--- src/rtl/branch_resolve_ctrl.sv ---
// Control-hazard sequencer for the pipelined SCPU datapath.
// Detects control transfers in ID, freezes fetch and bubbles ID until EX
// resolves, then issues exactly one PC redirect (target or fall-through).
// A wait timeout forces a fall-through redirect and raises a sticky flag.
module branch_resolve_ctrl #(
   parameter int unsigned TIMEOUT = 16,
   parameter int unsigned CNT_W   = 16
) (
   input  logic             clk,
   input  logic             rst,
   input  logic             id_valid,
   input  logic [31:0]      id_inst,
   input  logic [31:0]      id_pc,
   input  logic             mem_stall,
   input  logic             ex_resolve_valid,
   input  logic             ex_taken,
   input  logic [31:0]      ex_target,
   output logic             pc_we,
   output logic             if_id_flush,
   output logic             redirect_valid,
   output logic [31:0]      redirect_pc,
   output logic             busy,
   output logic             timeout_err,
   output logic [CNT_W-1:0] br_count,
   output logic [CNT_W-1:0] taken_count
);

   localparam int unsigned WC_W = (TIMEOUT < 1) ? 1 : $clog2(TIMEOUT + 1);
   localparam logic [WC_W-1:0] WC_LIMIT = WC_W'(TIMEOUT);

   localparam logic [6:0] OP_BRANCH = 7'b1100011;
   localparam logic [6:0] OP_JAL    = 7'b1101111;
   localparam logic [6:0] OP_JALR   = 7'b1100111;

   typedef enum logic {
      IDLE    = 1'b0,
      WAIT_EX = 1'b1
   } state_t;

   state_t          state;
   state_t          state_nxt;
   logic [31:0]     fallthrough_pc;
   logic [WC_W-1:0] wait_cnt;

   logic            is_cti;
   logic            detect;
   logic            resolve;
   logic            force_to;
   logic            waiting;

   // Instruction bits above the opcode are not needed for classification.
   logic            unused_inst_bits;
   assign unused_inst_bits = ^id_inst[31:7];

   // Control-transfer classification of the ID-stage instruction.
   always_comb begin
      is_cti = 1'b0;
      if (id_valid) begin
         case (id_inst[6:0])
            OP_BRANCH, OP_JAL, OP_JALR: is_cti = 1'b1;
            default:                    is_cti = 1'b0;
         endcase
      end
   end

   // Qualified events; mem_stall freezes everything.
   always_comb begin
      detect   = 1'b0;
      resolve  = 1'b0;
      force_to = 1'b0;
      waiting  = 1'b0;
      if (!mem_stall) begin
         if (state == IDLE) begin
            detect = is_cti;
         end else begin
            resolve  = ex_resolve_valid;
            force_to = !ex_resolve_valid && (wait_cnt == WC_LIMIT);
            waiting  = !ex_resolve_valid && (wait_cnt != WC_LIMIT);
         end
      end
   end

   // State register.
   always_ff @(posedge clk) begin
      if (rst) begin
         state <= IDLE;
      end else begin
         state <= state_nxt;
      end
   end

   // Next-state logic.
   always_comb begin
      state_nxt = state;
      case (state)
         IDLE: begin
            if (detect) begin
               state_nxt = WAIT_EX;
            end
         end
         WAIT_EX: begin
            if (resolve || force_to) begin
               state_nxt = IDLE;
            end
         end
         default: state_nxt = IDLE;
      endcase
   end

   // Mealy outputs from state and current inputs.
   always_comb begin
      pc_we          = 1'b1;
      if_id_flush    = 1'b0;
      redirect_valid = 1'b0;
      redirect_pc    = 32'd0;
      busy           = (state == WAIT_EX);
      if (mem_stall) begin
         pc_we = 1'b0;
      end else begin
         case (state)
            IDLE: begin
               if (is_cti) begin
                  pc_we       = 1'b0;
                  if_id_flush = 1'b1;
               end
            end
            WAIT_EX: begin
               if_id_flush = 1'b1;
               pc_we       = 1'b0;
               if (resolve) begin
                  pc_we          = 1'b1;
                  redirect_valid = 1'b1;
                  redirect_pc    = ex_taken ? ex_target : fallthrough_pc;
               end else if (force_to) begin
                  pc_we          = 1'b1;
                  redirect_valid = 1'b1;
                  redirect_pc    = fallthrough_pc;
               end
            end
            default: begin
               pc_we = 1'b1;
            end
         endcase
      end
   end

   // Fall-through latch, wait counter, sticky timeout flag, statistics.
   always_ff @(posedge clk) begin
      if (rst) begin
         fallthrough_pc <= 32'd0;
         wait_cnt       <= '0;
         timeout_err    <= 1'b0;
         br_count       <= '0;
         taken_count    <= '0;
      end else begin
         if (detect) begin
            fallthrough_pc <= id_pc + 32'd4;
            wait_cnt       <= '0;
            if (br_count != {CNT_W{1'b1}}) begin
               br_count <= br_count + CNT_W'(1);
            end
         end
         if (waiting) begin
            wait_cnt <= wait_cnt + WC_W'(1);
         end
         if (resolve && ex_taken && (taken_count != {CNT_W{1'b1}})) begin
            taken_count <= taken_count + CNT_W'(1);
         end
         if (force_to) begin
            timeout_err <= 1'b1;
         end
      end
   end

endmodule

--- config.mk ---
export PLATFORM = sky130hd
export DESIGN_NAME = branch_resolve_ctrl
export DESIGN_NICKNAME = d
export VERILOG_FILES = /design/src/rtl/branch_resolve_ctrl.sv
export SDC_FILE = /design/constraint.sdc
export NUM_CORES = 1
export LEC_CHECK = 0
export CAP_MARGIN = 10
export CORE_ASPECT_RATIO = 1.75
export CORE_MARGIN = 2
export CORE_UTILIZATION = 35
export CTS_CLUSTER_SIZE = 28
export DETAILED_ROUTE_END_ITERATION = 10
export PLACE_DENSITY_LB_ADDON = 0.12
export SETUP_SLACK_MARGIN = 0.1
export SLEW_MARGIN = 20
export SYNTH_ARGS = -nofsm -noshare
export SYNTH_HDL_FRONTEND = slang
export SYNTH_SLANG_ARGS = --single-unit
--- constraint.sdc ---
create_clock -name clk -period 2.2 [get_ports clk]
set_input_delay 0.33 -clock clk [delete_from_list [all_inputs] [get_ports clk]]
set_output_delay 0.33 -clock clk [all_outputs]
set_load 0.03 [all_outputs]
; ---- Word-level counts from Yosys, hierarchy flattened
; Index checks and enable logic that the tools add are counted.
[totals]
romBits = 0
output_inout_bits = 69
latchBits = 0
ramBits = 0
regBits = 71
word_cells = 57
mem_count = 0
inputBits = 102
[op_classes]
n_div = 0
n_bitwise = 1
reduce_logical = 9
n_mul = 0
eq_ne = 7
n_lt_le_gt_ge = 0
n_addsub = 4
muxes = 30
n_shift = 0
[op_table]
columns = op, n
row1 = $mux 32, 5
row2 = $add 16x1->16 const B, 2
row3 = $add 32x3->32 const B, 1
row4 = $ne 16x16->1 const B, 2
row5 = $eq 7x7->1 const B, 3
row6 = $mux 1, 20
row7 = $mux 5, 2
row8 = $pmux 1 s2, 3
row9 = $add 5x1->5 const B, 1
row10 = $eq 5x5->1 const B, 1
row11 = $ne 5x5->1 const B, 1
row12 = $logic_and 1x1->1, 4
row13 = $reduce_or 3->1, 1
row14 = $reduce_and 2->1, 1
row15 = $reduce_bool 2->1, 1
row16 = $logic_not 1->1, 1
row17 = $logic_or 1x1->1, 1
row18 = $not 1->1, 1

; ---- Logic depth before layout (Yosys ltp)
[logic_depth]
depth_word = 8
ltp_mapped = 8
ltp_nobuf = 7

; ---- Worst setup path before layout
; OpenSTA, ideal clock, no wires.
[synth_path]
path_type = register to output
start = register wait_cnt[0]
end = output port redirect_pc[0]
slack_ps = 109
required_time_ps = 1870
arrival_time_ps = 1761
stages_incl_launch_ff = 9
path_buffers = 1
cell_sequence = dfxtp_1 > inv_1 > ha_1 > and4bb_2 > nand2_1 > o21ai_0 > nor2b_1 > clkbuf_1 > a22o_1
[synth_between]
elab_chain_cells = 8
[synth_lines]
columns = element, line_no
row1 = from (decl), 43  ; logic [WC_W-1:0] wait_cnt;
row2 = from (signal assigned), 164  ; wait_cnt <= wait_cnt + WC_W'(1);
row3 = $eq 5x5->1, 77  ; force_to = !ex_resolve_valid && (wait_cnt == WC_LIMIT);
row4 = $logic_and 1x1->1, 77
row5 = $mux 1, 73  ; if (state == IDLE) begin
row6 = $mux 1, 72  ; if (!mem_stall) begin
row7 = $mux 32, 134  ; end else if (force_to) begin
row8 = $mux 32, 130  ; if (resolve) begin
row9 = $mux 32, 120  ; case (state)
row10 = $mux 32, 117  ; if (mem_stall) begin
row11 = to (decl), 21  ; output logic [31:0] redirect_pc,
; No other way between the ends.

; ---- Worst setup path in the final report
[layout_path]
start = register wait_cnt[0]
end = output port redirect_pc[1]
; Same word-level chain as after synthesis.

==> out/results.ini <==
[finish]
postLayoutCoreUtil_pct=57.5
final_cell_area_mm2=0.00631
final_layout_size_suffix_gt1_share_pct=18.4
synthToLayoutAreaGrowth_pct=61.5
layout_common_cells=109 x clkdlybuf4s50_1, 75 x nor2_1, 69 x dfxtp_1
final_nets=765
layout_commonest_cell=clkdlybuf4s50_1
diodes=0
stdcell_count=795

[run_status]
status=finished with violations
violations=setup timing

[pwr]
ir_drop_v=0.000375
pwr-share-comb_pct=9.4
p_sw_share_pct=21.0
p_seq_share_pct=41.9
internal_power_uw=2430
power_density_mw_per_mm2=488
leakage_uw=0.00221
p_sw_uw=646
power_uw=3080
clock_power_share_pct=48.7

[cts]
clk_pin_slew_ns=0.06
cts_inserted_buffers=9
insertion_delay_ns=0.33
htreeDepth=3
cts-root-buf=clkbuf_16
hold_buffers=0
cts_tree=yes
cts_buffer_depth=2
cts.sinks=71

[floorplanning]
coreArea_mm2=0.0110
fp.dieW_um=83.9
dieArea_mm2=0.0121
die_h_um=144
io_pins=171
num_rows=51
start_util_pct=35.6

[placement]
gp_congestion=0.889
dpl.cell_count=771
port_buffers=145
dp_hpwl_um=9000
placed_area_mm2=0.00570

[logic_synthesis]
synth_seq_area_share_pct=36.4
synth-xor-area-share_pct=10.5
synth-edff-count=0
avgSynthCellArea_um2=8.17
yosys_warnings=0
synth_nets=585
synthMuxAreaShare_pct=0.801
async_reset_ff_share_pct=0
ys_types=46
synth_area_mm2=0.00391
synthCells=478
synthAdderAreaFrac_pct=1.60
synth_compound_area_share_pct=18.2
synth_ff_type=dfxtp_1
yosys.area_share.simple_pct=28.7
ys_ff_latch=71
synth_top_family_by_area=simple AND/OR/NAND/NOR gates

[critical_path]
r2r_slack_ns=0.21
cp_data_required_time_ns=1.87
critPathMaxFanout=8
worstPathArrival_ns=1.98
worstRegToRegCells=6
end_kind=output port
critical_path_class=reg2out
cp-start-kind=register

[sta]
final_max_slew_viol_count=0
fmax_ghz=0.433
tightest_slew_ns=0.485
period_share_pct=105
grt_setup_unrepaired=yes
fin_ws_ns=-0.108
fin_crit_ns=2.31
slew_headroom_pct=67.4
hold_viol=0
setup_viol=31
tns_ns=-2.75
skew_ns=0.00454

[route]
viasPerCell=5.30
drt-pass1-iter-count=4
drt_iter0_drc=125
drc=0
wirelength_um=12300
wl_per_cell_um=15.4
route.vias.total=4213
antenna_left=0

[grt]
grt_pass1_wl_um=19600
track_usage_pct=20.3
grt-ovfl-total=0
grt_max_degree=48
grt_pass1_vias=4051
grt_antenna_before_repair=0

[worst_hold_path]
whs_path_depth=2
hold_path_class=in2reg

[job]
cap_viol_max_count=0

==> final timing paths <==
kind / start / to
worst max-delay path: wait_cnt[0] / redirect_pc[1]
worst min register to register: fallthrough_pc[0] / fallthrough_pc[0]
worst min-delay path: rst / br_count[5]
worst max register to register: br_count[0] / br_count[11]
==> flip-flops by register name, summed over array words and instances (netlist names) <==
name	cells
wait_cnt	5
fallthrough_pc	32
br_count	16
busy	1
taken_count	16
timeout_err	1
==> critical path, cell delays in order (launching register included) <==
cell and delay (ns):
dfxtp_4 0.36, inv_4 0.04, ha_4 0.13, and4bb_2 0.23
nand2_1 0.07, o21ai_2 0.06, nor2b_4 0.13, buf_12 0.13
buf_12 0.14, a22o_4 0.22, buf_12 0.13
==> cells in the mapped netlist (3+ instances only) <==
master	n	area, um2
nor2_1	76	285
dfxtp_1	71	1420
nand2_1	32	120
a211oi_1	31	233
a22o_1	31	272
xnor2_1	27	236
nand3_1	25	125
clkbuf_1	22	82.6
nand4_1	22	138
xor2_1	20	175
a21oi_1	19	95.1
nor4_1	13	81.3
inv_1	11	41.3
nor3_1	8	40.0
o21ai_0	6	30.0
and3_1	5	31.3
ha_1	5	62.6
or3_1	5	31.3
nor4_2	4	50.1
nor4b_1	4	35.0
and4_1	3	26.3
buf_2	3	15.0
==> timing repair <==
item	CTS	global route
gates resized for setup	45	4
pin swaps	7	7
cloned	2	1
setup buffers	7	1
endpoints found under the setup margin	33	40
==> metrics by stage <==
stage,hold slack (ns),setup WS [ns]
2_1_floorplan,0.426,0.109
3_3_place_gp,0.440,-0.170
3_5_place_dp,0.447,-0.212
4_1_cts,0.324,-0.134
5_1_grt,0.349,-0.175
6_report,0.330,-0.108
==> logic make-up after synthesis <==
kind of cell	count (synthesis)
AOI/OAI and AO/OA	98
DFF	71
buffers and inverters	37
muxes	3
xor gates and xnor gates	47
and+or+nand+nor	217
adders and majority gates	5
==> layout make-up <==
cell class,instances,area [um2]
fillers,1029,4670
clock buffers,13,270
repair buffers,195,1960
multi-input cells,370,2400
well taps,132,165
flip-flops and latches,71,1430
clock inverters,3,40.0
inverters,11,43.8
==> layer usage <==
metal / wire length [um] / up-vias / GRT usage [%]
li1: - / 2117 / -
met1: 4710 / 1953 / 21.2
met2: 6640 / 126 / 38.5
met3: 592 / 17 / 4.37
met4: 316 / 0 / 9.25
met5: 0 / - / 0
==> power by group through the flow <==
stage	combinational, uW	clock [uW]	sequential (uW)
floorplan	78.9	0	1320
global placement	282	0	1320
detailed placement	285	0	1320
CTS	292	1530	1290
global route	311	1580	1290
finish	288	1500	1290
(Power assumes the default switching activity.)
